===== config.mk =====
export PLATFORM = sky130hd
export DESIGN_NAME = cacheline_adapter
export DESIGN_NICKNAME = d
export VERILOG_FILES = /design/src/rtl/cacheline_adapter.sv
export SDC_FILE = /design/constraint.sdc
export NUM_CORES = 1
export LEC_CHECK = 0
export ABC_AREA = 1
export CAP_MARGIN = 20
export CORE_AREA = 2 2 289 291
export CTS_CLUSTER_DIAMETER = 60
export DETAILED_ROUTE_END_ITERATION = 16
export DIE_AREA = 0 0 291 293
export PLACE_DENSITY = 0.48
export SLEW_MARGIN = 20
export SYNTH_ARGS = -nofsm -noshare
export SYNTH_HDL_FRONTEND = slang
export SYNTH_SLANG_ARGS = --single-unit

===== constraint.sdc =====
create_clock -name clk -period 2.61 [get_ports clk]
set_input_delay 0.522 -clock clk [delete_from_list [all_inputs] [get_ports clk]]
set_output_delay 0.522 -clock clk [all_outputs]
set_load 0.02 [all_outputs]

===== src/rtl/cacheline_adapter.sv =====
// Bridges one cache DFP line request onto the 64-bit bmem bus as a multi-beat burst,
// assembling read beats into a line or serializing a write line into beats.
module cacheline_adapter #(
    parameter int LINE_BITS = 256,
    parameter int BEAT_BITS = 64
) (
    input  logic                 clk,
    input  logic                 rst,
    input  logic [31:0]          dfp_addr,
    input  logic                 dfp_read,
    input  logic                 dfp_write,
    input  logic [LINE_BITS-1:0] dfp_wdata,
    output logic [LINE_BITS-1:0] dfp_rdata,
    output logic                 dfp_resp,
    output logic [31:0]          bmem_addr,
    output logic                 bmem_read,
    output logic                 bmem_write,
    output logic [BEAT_BITS-1:0] bmem_wdata,
    input  logic                 bmem_ready,
    input  logic [31:0]          bmem_raddr,
    input  logic [BEAT_BITS-1:0] bmem_rdata,
    input  logic                 bmem_rvalid
);

    localparam int BEATS = LINE_BITS / BEAT_BITS;
    localparam int CW    = (BEATS > 1) ? $clog2(BEATS) : 1;
    localparam logic [CW-1:0] LAST_BEAT = CW'(BEATS - 1);

    typedef enum logic [2:0] {
        IDLE,
        RD_REQ,
        RD_DATA,
        WR_DATA,
        RESP,
        DONE
    } state_t;

    state_t               r_state;
    state_t               w_nextState;
    logic [CW-1:0]        r_beat;
    logic [26:0]          r_lineAddr;
    logic [LINE_BITS-1:0] r_line;
    logic                 r_isWrite;
    logic                 w_beatHit;
    logic                 w_unused;

    // Beats tagged with another line (e.g. a stale burst) are dropped.
    assign w_beatHit = bmem_rvalid && (bmem_raddr[31:5] == r_lineAddr);
    assign w_unused  = ^{dfp_addr[4:0], bmem_raddr[4:0]};
    assign bmem_addr = {r_lineAddr, 5'b0};

    always_ff @(posedge clk) begin
        if (rst) begin
            r_state <= IDLE;
        end else begin
            r_state <= w_nextState;
        end
    end

    always_comb begin
        w_nextState = r_state;
        case (r_state)
            IDLE: begin
                if (dfp_write) begin
                    w_nextState = WR_DATA;
                end else if (dfp_read) begin
                    w_nextState = RD_REQ;
                end
            end
            RD_REQ:  if (bmem_ready) w_nextState = RD_DATA;
            RD_DATA: if (w_beatHit && (r_beat == LAST_BEAT)) w_nextState = RESP;
            WR_DATA: if (bmem_ready && (r_beat == LAST_BEAT)) w_nextState = RESP;
            RESP:    w_nextState = DONE;
            DONE:    w_nextState = IDLE;
            default: w_nextState = IDLE;
        endcase
    end

    // The beat index saturates on the last beat and only rewinds from IDLE.
    always_ff @(posedge clk) begin
        if (rst) begin
            r_beat     <= '0;
            r_lineAddr <= '0;
            r_line     <= '0;
            r_isWrite  <= 1'b0;
        end else begin
            case (r_state)
                IDLE: begin
                    r_beat <= '0;
                    if (dfp_write) begin
                        r_lineAddr <= dfp_addr[31:5];
                        r_line     <= dfp_wdata;
                        r_isWrite  <= 1'b1;
                    end else if (dfp_read) begin
                        r_lineAddr <= dfp_addr[31:5];
                        r_isWrite  <= 1'b0;
                    end
                end
                RD_REQ: r_beat <= '0;
                RD_DATA: begin
                    if (w_beatHit) begin
                        r_line[BEAT_BITS*int'(r_beat) +: BEAT_BITS] <= bmem_rdata;
                        if (r_beat != LAST_BEAT) begin
                            r_beat <= r_beat + 1'b1;
                        end
                    end
                end
                WR_DATA: begin
                    if (bmem_ready && (r_beat != LAST_BEAT)) begin
                        r_beat <= r_beat + 1'b1;
                    end
                end
                default: ;
            endcase
        end
    end

    always_comb begin
        bmem_read  = 1'b0;
        bmem_write = 1'b0;
        bmem_wdata = '0;
        dfp_resp   = 1'b0;
        dfp_rdata  = '0;
        case (r_state)
            RD_REQ: bmem_read = 1'b1;
            WR_DATA: begin
                bmem_write = 1'b1;
                bmem_wdata = r_line[BEAT_BITS*int'(r_beat) +: BEAT_BITS];
            end
            RESP: begin
                dfp_resp = 1'b1;
                if (!r_isWrite) begin
                    dfp_rdata = r_line;
                end
            end
            default: ;
        endcase
    end

endmodule


==> qor.txt <==
port bufs -> 729
Final Slew Violations -> 0
post-synthesis adder-cell area fraction -> 0.254%
Hold Path Depth -> 2
GR Overflow Total -> 0
drt first pass iters -> 6
number of global-route vias before repair -> 24400
initial core utilization -> 24.0%
# IOs -> 745
share of cells above drive strength 1 -> 15.9%
DP Wirelength -> 79500 um
std cell rows -> 105
drt total wl -> 112000 um
leading cell type in the layout, fill and taps excluded -> nor2_1
first-pass GRT wire length -> 160000 um
DR vias -> 25300
Post-CTS Hold Fix Bufs -> 0
Syn Inst Count -> 3410
Fmax -> 0.372 GHz
multiplexer share of the synthesized area -> 0%
post-synthesis compound-gate area fraction -> 24.3%
status -> finished, violations left
max cap viols -> 0
FF+latch count, synth -> 289
Rel. slew slack -> 66.1%
Die X -> 291 um
most frequent cells in the layout -> nor2_1 (581), nand2_1 (547), inv_1 (438), a21oi_1 (424), clkdlybuf4s50_1 (406)
Syn-to-layout area delta -> 53.6%
Post-Syn Area -> 19700 um^2
Final Core Density -> 36.9%
CP required -> 2090 ps
core box area -> 81800 um^2
CTS Buffer Depth -> 3
DR DRC count -> 0
Sink Count -> 289
H-Tree Level Count -> 2
minimum clock period -> 2690 ps
Placed Instance Area -> 28900 um^2
largest family of logic cells by synthesized area -> simple AND/OR/NAND/NOR gates
Final Worst Setup Slack -> -79.4 ps
Seq/Total Area, Yosys -> 29.4%
initial antenna violation count -> 23
VDD IR-drop max -> 0.594 mV
Worst-path clk slew -> 50 ps
type of the most critical hold path -> flop to flop
syn_area_per_cell -> 5.77 um^2
crit-path max FO -> 60
Netlist cell types -> 33
clock skew -> 18.5 ps
leakage -> 13.4 nW
DRT iter0 DRCs -> 1822
Hold WS -> 466 ps
RePlAce Congestion -> 0.918
largest net degree at the start of global routing -> 101
slew at the pin closest to its max-slew limit -> 508 ps
TritonCTS Buffers -> 47
fin crit share -> 103%
Fill cells -> 9220
clk_lat worst skew -> 580 ps
die height -> 293 um
wire per inst -> 21.6 um
Setup violations, final -> 69
placed instance count -> 5079
Final Hold Viols -> 0
failing checks -> negative setup slack
RSZ-0062 raised after global routing -> true
Crit. End Element -> output pin
PD cells -> 1080 nW/um^2
fraction of synthesized cell area in xor and xnor cells -> 0%
gr usage total -> 24.7%
EDFF count, synth -> 0
Syn. warnings -> 0
Nets -> 4468
overall power -> 32.6 mW
Final ANT Viol Nets -> 0
predominant post-synthesis flop cell -> dfxtp_1
crit path launch type -> flop
clk root buf -> clkbuf_16
R2R depth -> 10
non-filler instance count after layout -> 5197
Crit Path Category -> flop to output pin
Vias per Instance -> 4.87
TritonCTS clock tree -> yes
Final TNS setup -> -1450 ps
Post-synth ARST share -> 0%
post-route cell area -> 30200 um^2
pre-CTS setup slack -> -217 ps
die area -> 85300 um^2
Synth Area in Simple Gates -> 30.2%
Worst EP arrival -> 2170 ps
Yosys cell counts (2+ instances only):
library cell	number	area (um^2)
nor4_1	33	206
a22oi_1	31	233
nor3_1	3	15.0
nand3_1	262	1310
buf_2	59	295
nor2_2	2	12.5
inv_2	10	37.5
ha_1	4	50.1
buf_1	37	139
a32oi_1	33	289
nor2_4	2	22.5
buf_6	5	56.3
a21oi_1	450	2250
nand2_2	2	12.5
or2_2	2	12.5
inv_1	441	1660
o21ai_1	21	105
clkbuf_1	166	623
nand2_1	549	2060
nand4_1	3	18.8
nor2_1	597	2240
o21ai_0	329	1650
dfxtp_1	289	5790
buf_4	41	308
o31ai_1	31	233
logic make-up after synthesis:
group / after synthesis
other cells: 1
buf+inv: 760
compound gates: 897
simple gates: 1459
fa+ha+maj: 4
flops: 289
sequential cells by signal, summed over array words and instances, names as in the netlist:
name	flops
r_line	256
r_state	3
r_isWrite	1
r_beat	2
r_lineAddr	27
final timing paths:
check | to | start | slack, ps
max | dfp_rdata[84] | r_state[1] | -80
min | r_isWrite | r_isWrite | 470
max reg2reg | r_line[240] | r_beat[0] | 210
min reg2reg | r_isWrite | r_isWrite | 470
where the power goes:
group          internal, mW  switching [mW]
clock                  3.76            2.46
combinational          6.86            12.0
sequential             6.26            1.23
total                  16.9            15.7
worst max-delay path: stages (launching register included):
cell and delay [ps]:
dfxtp_1 310, nor2_2 160, inv_2 80, nor2_4 120, nand2_4 80, buf_12 170, buf_8 230, nor2_1 140
buf_4 170
what timing repair did:
item,4_1_cts,5_1_grt
setup buffers,3,1
setup endpoints to repair,321,217
pin swaps,4,9
resized for setup,1180,285
gates cloned,3,10
per-layer routing:
layer | up-vias | global-route usage [%] | part of all wire (%)
met5 | - | 0 | 0.078
met4 | 14 | 8.34 | 3.2
met1 | 11800 | 30.2 | 42
met2 | 951 | 42.6 | 48
met3 | 176 | 5.64 | 7.2
li1 | 12300 | - | -
area by class of cell:
class                           instances  area (um^2)  share of cell area [%]
Multi-Input combinational cell       2365        11100                    36.6
Timing Repair Buffer                  919         8740                    28.9
Sequential cell                       289         5790                    19.2
Inverter                              452         1710                    5.67
Clock buffer                           67         1370                    4.55
Tap cell                             1070         1340                    4.43
Clock inverter                         18          150                   0.497
Antenna cell                           17         42.5                   0.141
No activity file was read; power rests on OpenSTA's default activity.
